File: src/rtl/mem_dbus_if.sv
// Data-bus handshake between the MEM stage (master) and the memory system (slave).
interface mem_dbus_if;
  logic        dbus_req;
  logic        dbus_we;
  logic [31:0] dbus_addr;
  logic [3:0]  dbus_sel;
  logic [31:0] dbus_wdata;
  logic        dbus_ack;
  logic [31:0] dbus_rdata;

  modport master (
    output dbus_req, dbus_we, dbus_addr, dbus_sel, dbus_wdata,
    input  dbus_ack, dbus_rdata
  );

  modport slave (
    input  dbus_req, dbus_we, dbus_addr, dbus_sel, dbus_wdata,
    output dbus_ack, dbus_rdata
  );
endinterface

File: src/rtl/mem_dbus.sv
// MEM stage: passes ALU results through, or runs one big-endian load/store on the
// data bus with alignment checking, a 255-cycle timeout and pipeline stall.
module mem_dbus (
  input  logic              clk,
  input  logic              rst_n,
  input  logic              ex_valid,
  input  logic [4:0]        ex_wd,
  input  logic              ex_wreg,
  input  logic [31:0]       ex_wdata,
  input  logic              ex_whilo,
  input  logic [31:0]       ex_hi,
  input  logic [31:0]       ex_lo,
  input  logic [3:0]        ex_mem_op,
  input  logic [31:0]       ex_mem_addr,
  input  logic [31:0]       ex_store_data,
  mem_dbus_if.master        dbus,
  output logic              stall_req,
  output logic [4:0]        mem_wd,
  output logic              mem_wreg,
  output logic [31:0]       mem_wdata,
  output logic              mem_whilo,
  output logic [31:0]       mem_hi,
  output logic [31:0]       mem_lo,
  output logic              addr_err,
  output logic              bus_err
);

  typedef enum logic [1:0] {S_IDLE, S_BUSY, S_DONE} state_e;

  typedef enum logic [3:0] {
    OP_NONE = 4'd0, OP_LB = 4'd1, OP_LBU = 4'd2, OP_LH = 4'd3, OP_LHU = 4'd4,
    OP_LW   = 4'd5, OP_SB = 4'd6, OP_SH  = 4'd7, OP_SW = 4'd8
  } mem_op_e;

  state_e      state_q, state_d;
  logic [31:0] addr_q, addr_d;
  logic [3:0]  sel_q, sel_d;
  logic [31:0] wdata_q, wdata_d;
  logic        we_q, we_d;
  logic [3:0]  op_q, op_d;
  logic [1:0]  off_q, off_d;
  logic [7:0]  cnt_q, cnt_d;
  logic [31:0] rdata_q, rdata_d;
  logic        bus_err_q, bus_err_d;
  logic [4:0]  wd_q, wd_d;
  logic        whilo_q, whilo_d;
  logic [31:0] hi_q, hi_d;
  logic [31:0] lo_q, lo_d;

  logic        is_load, is_store, misalign;
  logic [3:0]  req_sel;
  logic [31:0] req_wdata;
  logic [7:0]  byte_lane;
  logic [15:0] half_lane;
  logic [31:0] load_fmt;
  logic        op_q_load;

  always_comb begin
    is_load   = 1'b0;
    is_store  = 1'b0;
    misalign  = 1'b0;
    req_sel   = 4'b1111;
    req_wdata = ex_store_data;
    case (ex_mem_op)
      OP_LB, OP_LBU: begin
        is_load = 1'b1;
        req_sel = 4'b1000 >> ex_mem_addr[1:0];
      end
      OP_LH, OP_LHU: begin
        is_load  = 1'b1;
        req_sel  = ex_mem_addr[1] ? 4'b0011 : 4'b1100;
        misalign = ex_mem_addr[0];
      end
      OP_LW: begin
        is_load  = 1'b1;
        misalign = |ex_mem_addr[1:0];
      end
      OP_SB: begin
        is_store  = 1'b1;
        req_sel   = 4'b1000 >> ex_mem_addr[1:0];
        req_wdata = {4{ex_store_data[7:0]}};
      end
      OP_SH: begin
        is_store  = 1'b1;
        req_sel   = ex_mem_addr[1] ? 4'b0011 : 4'b1100;
        req_wdata = {2{ex_store_data[15:0]}};
        misalign  = ex_mem_addr[0];
      end
      OP_SW: begin
        is_store = 1'b1;
        misalign = |ex_mem_addr[1:0];
      end
      default: ;
    endcase
  end

  // Big-endian lane pick: offset 0 is the most significant byte of the word.
  always_comb begin
    case (off_q)
      2'd0:    byte_lane = dbus.dbus_rdata[31:24];
      2'd1:    byte_lane = dbus.dbus_rdata[23:16];
      2'd2:    byte_lane = dbus.dbus_rdata[15:8];
      default: byte_lane = dbus.dbus_rdata[7:0];
    endcase
    half_lane = off_q[1] ? dbus.dbus_rdata[15:0] : dbus.dbus_rdata[31:16];
    case (op_q)
      OP_LB:   load_fmt = {{24{byte_lane[7]}}, byte_lane};
      OP_LBU:  load_fmt = {24'd0, byte_lane};
      OP_LH:   load_fmt = {{16{half_lane[15]}}, half_lane};
      OP_LHU:  load_fmt = {16'd0, half_lane};
      default: load_fmt = dbus.dbus_rdata;
    endcase
    op_q_load = (op_q >= OP_LB) && (op_q <= OP_LW);
  end

  always_comb begin
    state_d   = state_q;
    addr_d    = addr_q;
    sel_d     = sel_q;
    wdata_d   = wdata_q;
    we_d      = we_q;
    op_d      = op_q;
    off_d     = off_q;
    cnt_d     = cnt_q;
    rdata_d   = rdata_q;
    bus_err_d = 1'b0;
    wd_d      = wd_q;
    whilo_d   = whilo_q;
    hi_d      = hi_q;
    lo_d      = lo_q;

    stall_req = 1'b0;
    addr_err  = 1'b0;
    mem_wd    = ex_wd;
    mem_wreg  = ex_wreg & ex_valid;
    mem_wdata = ex_wdata;
    mem_whilo = ex_whilo;
    mem_hi    = ex_hi;
    mem_lo    = ex_lo;

    case (state_q)
      S_IDLE: begin
        if (ex_valid && (is_load || is_store)) begin
          mem_wreg = 1'b0;
          if (misalign) begin
            addr_err = 1'b1;
          end else begin
            stall_req = 1'b1;
            addr_d    = {ex_mem_addr[31:2], 2'b00};
            sel_d     = req_sel;
            wdata_d   = req_wdata;
            we_d      = is_store;
            op_d      = ex_mem_op;
            off_d     = ex_mem_addr[1:0];
            cnt_d     = '0;
            wd_d      = ex_wd;
            whilo_d   = ex_whilo;
            hi_d      = ex_hi;
            lo_d      = ex_lo;
            state_d   = S_BUSY;
          end
        end
      end
      S_BUSY: begin
        stall_req = 1'b1;
        mem_wd    = wd_q;
        mem_wreg  = 1'b0;
        mem_whilo = 1'b0;
        mem_hi    = hi_q;
        mem_lo    = lo_q;
        // An ack arriving on the final allowed cycle still completes normally.
        if (dbus.dbus_ack) begin
          if (op_q_load) rdata_d = load_fmt;
          state_d = S_DONE;
        end else if (cnt_q == 8'd254) begin
          cnt_d     = 8'd255;
          bus_err_d = 1'b1;
          state_d   = S_DONE;
        end else begin
          cnt_d = cnt_q + 8'd1;
        end
      end
      S_DONE: begin
        mem_wd    = wd_q;
        mem_wreg  = op_q_load & ~bus_err_q;
        mem_wdata = rdata_q;
        mem_whilo = whilo_q;
        mem_hi    = hi_q;
        mem_lo    = lo_q;
        state_d   = S_IDLE;
      end
      default: state_d = S_IDLE;
    endcase
  end

  always_ff @(posedge clk) begin
    if (rst_n) begin
      state_q   <= S_IDLE;
      addr_q    <= '0;
      sel_q     <= '0;
      wdata_q   <= '0;
      we_q      <= 1'b0;
      op_q      <= '0;
      off_q     <= '0;
      cnt_q     <= '0;
      rdata_q   <= '0;
      bus_err_q <= 1'b0;
      wd_q      <= '0;
      whilo_q   <= 1'b0;
      hi_q      <= '0;
      lo_q      <= '0;
    end else begin
      state_q   <= state_d;
      addr_q    <= addr_d;
      sel_q     <= sel_d;
      wdata_q   <= wdata_d;
      we_q      <= we_d;
      op_q      <= op_d;
      off_q     <= off_d;
      cnt_q     <= cnt_d;
      rdata_q   <= rdata_d;
      bus_err_q <= bus_err_d;
      wd_q      <= wd_d;
      whilo_q   <= whilo_d;
      hi_q      <= hi_d;
      lo_q      <= lo_d;
    end
  end

  assign dbus.dbus_req   = (state_q == S_BUSY);
  assign dbus.dbus_we    = (state_q == S_BUSY) & we_q;
  assign dbus.dbus_addr  = addr_q;
  assign dbus.dbus_sel   = sel_q;
  assign dbus.dbus_wdata = wdata_q;
  assign bus_err         = bus_err_q;

endmodule

File: src/flat_wrapper.sv
// flat-port wrapper written by rule: the top's interface ports become plain ports
module mem_dbus_flat 
  (clk, rst_n, ex_valid, ex_wd, ex_wreg, ex_wdata, ex_whilo, ex_hi, ex_lo, ex_mem_op, ex_mem_addr, ex_store_data, stall_req, mem_wd, mem_wreg, mem_wdata, mem_whilo, mem_hi, mem_lo, addr_err, bus_err, dbus_dbus_req, dbus_dbus_we, dbus_dbus_addr, dbus_dbus_sel, dbus_dbus_wdata, dbus_dbus_ack, dbus_dbus_rdata);
  mem_dbus_if dbus_i ();
  input  logic clk;
  input  logic rst_n;
  input  logic ex_valid;
  input  logic [4:0] ex_wd;
  input  logic ex_wreg;
  input  logic [31:0] ex_wdata;
  input  logic ex_whilo;
  input  logic [31:0] ex_hi;
  input  logic [31:0] ex_lo;
  input  logic [3:0] ex_mem_op;
  input  logic [31:0] ex_mem_addr;
  input  logic [31:0] ex_store_data;
  output logic stall_req;
  output logic [4:0] mem_wd;
  output logic mem_wreg;
  output logic [31:0] mem_wdata;
  output logic mem_whilo;
  output logic [31:0] mem_hi;
  output logic [31:0] mem_lo;
  output logic addr_err;
  output logic bus_err;
  output wire logic [$bits(dbus_i.dbus_req)-1:0] dbus_dbus_req;
  output wire logic [$bits(dbus_i.dbus_we)-1:0] dbus_dbus_we;
  output wire logic [$bits(dbus_i.dbus_addr)-1:0] dbus_dbus_addr;
  output wire logic [$bits(dbus_i.dbus_sel)-1:0] dbus_dbus_sel;
  output wire logic [$bits(dbus_i.dbus_wdata)-1:0] dbus_dbus_wdata;
  input wire logic [$bits(dbus_i.dbus_ack)-1:0] dbus_dbus_ack;
  input wire logic [$bits(dbus_i.dbus_rdata)-1:0] dbus_dbus_rdata;
  assign dbus_dbus_req = dbus_i.dbus_req;
  assign dbus_dbus_we = dbus_i.dbus_we;
  assign dbus_dbus_addr = dbus_i.dbus_addr;
  assign dbus_dbus_sel = dbus_i.dbus_sel;
  assign dbus_dbus_wdata = dbus_i.dbus_wdata;
  assign dbus_i.dbus_ack = dbus_dbus_ack;
  assign dbus_i.dbus_rdata = dbus_dbus_rdata;
  mem_dbus u_core (.clk(clk), .rst_n(rst_n), .ex_valid(ex_valid), .ex_wd(ex_wd), .ex_wreg(ex_wreg), .ex_wdata(ex_wdata), .ex_whilo(ex_whilo), .ex_hi(ex_hi), .ex_lo(ex_lo), .ex_mem_op(ex_mem_op), .ex_mem_addr(ex_mem_addr), .ex_store_data(ex_store_data), .dbus(dbus_i), .stall_req(stall_req), .mem_wd(mem_wd), .mem_wreg(mem_wreg), .mem_wdata(mem_wdata), .mem_whilo(mem_whilo), .mem_hi(mem_hi), .mem_lo(mem_lo), .addr_err(addr_err), .bus_err(bus_err));
endmodule
File: config.mk
export PLATFORM = sky130hd
export DESIGN_NAME = mem_dbus_flat
export DESIGN_NICKNAME = d
export VERILOG_FILES = /design/src/rtl/mem_dbus_if.sv /design/src/rtl/mem_dbus.sv /design/src/flat_wrapper.sv
export SDC_FILE = /design/constraint.sdc
export NUM_CORES = 1
export LEC_CHECK = 0
export ABC_AREA = 1
export ABC_CLOCK_PERIOD_IN_PS = 2200
export CORE_MARGIN = 3
export CORE_UTILIZATION = 39
export DETAILED_ROUTE_END_ITERATION = 8
export PLACE_DENSITY_LB_ADDON = 0.1
export RECOVER_POWER = 100
export SLEW_MARGIN = 20
export SYNTH_ARGS = -nofsm -noshare
export SYNTH_HDL_FRONTEND = slang
export SYNTH_SLANG_ARGS = --single-unit
File: constraint.sdc
create_clock -name clk -period 2.2 [get_ports clk]
set_input_delay 0.66 -clock clk [delete_from_list [all_inputs] [get_ports clk]]
set_output_delay 0.66 -clock clk [all_outputs]
set_load 0.05 [all_outputs]
# Word-level counts from Yosys, hierarchy flattened
# Index checks and enable logic that the tools add are counted.
[classes]
add_sub_neg = 1
order_cmp = 2
eq_ne = 21
shift = 1
muxes = 33
bitwise_logic = 6
reduce_logical = 18
[ops]
columns = ["op", "count"]
rows = [
  ["$pmux W32 S4", 1],
  ["$mux W32", 3],
  ["$pmux W32 S2", 1],
  ["$mux W8", 4],
  ["$pmux W8 S3", 1],
  ["$eq A4 B3 Y1 const B", 5],
  ["$eq A4 B2 Y1 const B", 4],
  ["$mux W16", 1],
  ["$pmux W8 S2", 1],
  ["$reduce_or A3 Y1", 4],
  ["$mux W1", 9],
  ["$reduce_and A3 Y1", 3],
  ["$add A8 B1 Y8 const B", 1],
  ["$eq A4 B1 Y1 const B", 2],
  ["$eq A8 B8 Y1 const B", 1],
  ["$mux W2", 4],
  ["$pmux W4 S2", 1],
  ["$pmux W1 S2", 3],
  ["$reduce_or A2 Y1", 3],
  ["$mux W5", 1],
  ["$reduce_or A5 Y1", 1],
  ["$eq A2 B1 Y1 const B", 2],
  ["$eq A2 B2 Y1 const B", 2],
  ["$eq A4 B4 Y1 const B", 1],
  ["16 further kinds", 23],
]
[word_totals]
register_bits = 186
inputBits = 207
out_inout_bits = 176
wordCells = 96

# Logic depth before layout (Yosys ltp)
# Gate-level depths: netlist of run 1.
[logic_depth]
depth_word = 7
mapped_depth = 14
depth_no_buf = 12

# Worst setup path before layout of run 1
# No wires, ideal clock.
[synth_path]
path_kind = "input-to-output"
startpoint = "in ex_mem_op[1]"
endpoint = "out mem_wreg"
arrival_ns = 2.263
required_time_ns = 1.540
setup_slack_ns = -0.723
cell_stages = 7
path_buffers = 0
cell_sequence = "inv_1 nand2_1 nand2_1 nand2_1 o21ai_0 a21oi_1 o21ai_0"
[synth_between]
elab_chain_len = 7
elab_cells_between_ends = 16
cone_classes = "eq/ne: 8; mux: 4; reduce/logical: 4"
[synth_lines]
columns = ["element", "line", "rtl"]
rows = [
  ["start, declared", "flat_wrapper.sv:14", "input logic [3:0] ex_mem_op;"],
  ["$eq A4 B3 Y1 (tied with other cells)", "mem_dbus.sv:64", "case (ex_mem_op)"],
  ["$reduce_or A5 Y1 (no source line) / $reduce_or A3 Y1 (equally long branches)", "n/a", ""],
  ["$mux W1", "mem_dbus.sv:64", ""],
  ["$logic_or A1 B1 Y1 *", "mem_dbus.sv:143", "if (ex_valid && (is_load || is_store)) begin"],
  ["$logic_and A1 B1 Y1 *", "mem_dbus.sv:143", ""],
  ["$mux W1 *", "mem_dbus.sv:143", ""],
  ["$pmux W1 S3 *", "mem_dbus.sv:141", "case (state_q)"],
  ["end, declared", "flat_wrapper.sv:19", "output logic mem_wreg;"],
]
# Mark *: on every way between the ends. The rest lies on a longest branch, timed or not.

# Worst setup path after layout of run 1
[layout_path]
startpoint = "reg u_core.state_q[1]"
endpoint = "out mem_lo[7]"
[layout_between]
elab_chain_len = 3
elab_cells_between_ends = 4
cone_classes = "eq/ne: 2; mux: 1; reduce/logical: 1"
[layout_lines]
columns = ["element", "line", "rtl"]
rows = [
  ["start, declared", "mem_dbus.sv:35", "state_e state_q, state_d;"],
  ["start signal, assigned", "mem_dbus.sv:213", "state_q <= state_d;"],
  ["$eq A2 B1 Y1 / $eq A2 B2 Y1 (equally long branches)", "mem_dbus.sv:141", ""],
  ["$reduce_or A2 Y1 (no source line) *", "n/a", ""],
  ["$mux W32 *", "mem_dbus.sv:141", ""],
  ["end, declared", "flat_wrapper.sv:23", "output logic [31:0] mem_lo;"],
]
# Marked as above.

==> flow_metrics.tcl, run 1 <==
set metrics [dict create \
    status "complete, but fails checks" \
    violations "setup timing" \
    required_ps 1540 \
    detail_route.vias_per_cell 5.02 \
    r2r_slack_ps 190 \
    cp-end-kind "primary output" \
    path_clk_slew_ps 80 \
    clkLatencyLatePin_ps 440 \
    regArea_um2 3730 \
    layout.cells.non_filler 1986 \
    ys_types 33 \
    path_class "register to primary output" \
    yosys.area.top_type "dfxtp_1" \
    grt_pass1_vias 9606 \
    fillers 1939 \
    grt_pass1_wl_mm 51.0 \
    ys.flop_type "dfxtp_1" \
    rsz0062_at_grt "true" \
    grt_usage_pct 24.3 \
    yosys_warnings 0 \
    synth-edff-count 0 \
    synth_area_leaders "dfxtp_1, nor2_1, mux2_2, o21ai_0, nand2_1" \
    ys_ff_latch 186 \
    dieWidth_um 160 \
    drc 0 \
    power_density_nw_per_um2 894 \
    antenna_cells 0 \
    vdd_drop_max_mv 0.508 \
    synth_top_area_share_pct 40.3 \
    yosysSeqAreaShare_pct 40.3 \
    multi_input_area_um2 5410 \
    area_growth_pct 67.9 \
    clockBufferDepth 2 \
    cts_tree "built" \
    finalClockSkew_ps 17.3 \
    gp_congestion 0.860 \
    totalWireLength_mm 33.0 \
    fp.dieArea_um2 25500 \
    cts_max_level 4 \
    yosys-top-cells-count "nor2_1, dfxtp_1, o21ai_0" \
    fin_crit_sh_pct 117 \
    drt-initial-drc-count 588 \
    finish.utilization_pct 67.6 \
    fp.coreArea_um2 22900 \
    pin_count 383 \
    routedWlPerCell_um 16.6 \
    overflow 0 \
    slew_headroom_pct 36.2 \
    arrival_ps 1910 \
    yosysMostFrequentCell "nor2_1" \
    fmax_ghz 0.388 \
    drive_gt1_share_pct 22.7 \
    nets 1873 \
    dp_hpwl_mm 22.3 \
    dp.cells 1924 \
    dr_total_vias 9961 \
    synthArstFlopShare_pct 0 \
    drtPass1Iterations 5 \
    start_util_pct 40.3 \
    worst_slew_pin_slew_ps 955 \
    power.leakage_nw 6.70 \
    ant_nets 0 \
    finalHoldViolCount 0 \
    root_buffer "clkbuf_16" \
    die_h_um 160 \
    syn_avg_cell_area_um2 7.33 \
    synth_cells 1259 \
    synth_area_um2 9230 \
    rows 55 \
    layout_min_cycle_time_ps 2570 \
    start_kind "register" \
    grt_max_degree 99 \
    setup-violations-final 105 \
    cts_sinks 186 \
    crit_fanout 5 \
    slew_viol_final 0 \
    total_power_mw 13.9 \
    maxCapViolations 0 \
    hold_path.class "register to register" \
    hold_ws_ps 473 \
    postCtsHoldBufs 0 \
    antenna_found_initial 0 \
    numCtsBuffers 17 \
    io_buffers 380 \
    worst_slack_ps -374 \
]
## metrics by stage
step / cell area, µm² / setup slack [ps] / setup TNS, ps
after detailed placement: 13800 / -719 / -75010
final: 15500 / -374 / -33750
after CTS: 15300 / -393 / -33760
after global routing: 15500 / -434 / -40700
after global placement: 13800 / -660 / -63030
after floorplan: 9490 / -97.9 / -2610
## state kept, by name, summed over array words and instances (netlist names)
signal,cells
u_core.we_q,1
u_core.cnt_q,8
u_core.off_q,2
u_core.rdata_q,32
u_core.state_q,2
u_core.op_q,4
u_core.wd_q,5
u_core.dbus.dbus_sel,4
u_core.lo_q,32
u_core.bus_err,1
u_core.whilo_q,1
u_core.dbus.dbus_wdata,32
u_core.hi_q,32
u_core.dbus.dbus_addr,30
## layout make-up
cell class | instances | share of cell area (%)
clock inverters | 14 | 0.953
flip-flops and latches | 186 | 24.0
well taps | 313 | 2.53
repair buffers | 465 | 33.3
clock buffers | 18 | 2.77
multi-input cells | 933 | 34.9
inverters | 57 | 1.46
## cell usage in the layout, fill, tap and decap left out, types with 6 or more instances in the layout
cell type	count
dfxtp_1	184
inv_1	46
nor2_4	6
o21ai_0	177
buf_4	44
a21boi_0	7
or2_2	7
clkdlybuf4s50_1	199
nand2_2	10
buf_16	6
a21oi_1	76
inv_2	6
mux2_4	100
nor2_1	307
clkbuf_1	29
nand3_1	27
dlygate4sd2_1	41
buf_6	57
buf_8	42
nand2_1	155
a31oi_1	11
buf_12	41
o211ai_1	15
clkbuf_16	21
## power by group
| part | total (mW) | switching [mW] | internal, mW | leakage [nW] |
|---|---|---|---|---|
| clock | 3.07 | 1.55 | 1.52 | 0.283 |
| combinational | 6.89 | 3.80 | 3.09 | 4.89 |
| sequential | 3.90 | 0.194 | 3.70 | 1.52 |
| total | 13.9 | 5.54 | 8.31 | 6.70 |
## kinds of logic after synthesis
kind of cell | count (synthesis) | share of synthesized area [%]
simple gates | 530 | 22.9
compound gates | 292 | 16.7
flops | 186 | 40.3
buf+inv | 141 | 6.75
mux | 100 | 12.2
fa+ha+maj | 6 | 0.813
xor+xnor | 3 | 0.285
other cells | 1 | 0.0406
## routing by layer
metal  track usage [%]  wire length [µm]  vias to the layer above
li1                  -                 -                     4963
met1              30.0             13700                     4653
met2              41.5             16200                      312
met3              7.57              2650                       33
met4              6.04               537                        0
met5                 0                 0                        -
## final timing paths
kind | cells after the start | end | startpoint
max | 6 | mem_lo[7] | u_core.state_q[1]
min | 2 | u_core.dbus.dbus_wdata[20] | u_core.dbus.dbus_wdata[20]
max reg2reg | 12 | u_core.cnt_q[2] | u_core.state_q[1]
min reg2reg | 2 | u_core.dbus.dbus_wdata[20] | u_core.dbus.dbus_wdata[20]
## worst max-delay path, stage by stage (launching register included)
cell and delay [ps]:
dfxtp_2 340, inv_2 50, ha_4 310, buf_12 150
clkbuf_16 160, mux2_4 320, buf_8 150
## what timing repair did
item,in CTS,in global routing
gates cloned,7,5
pin swaps,18,13
gates resized for setup,251,59
endpoints found under the setup margin,250,107
setup buffers,17,5
Note: power is estimated with default switching activity, not from simulation.
==> run 2, diff against run 1 <==
Settings changed: CTS_CLUSTER_SIZE from default to 12.
==> results of run 2 <==
The final DEF is identical to that of run 1; final timing and power are the same.
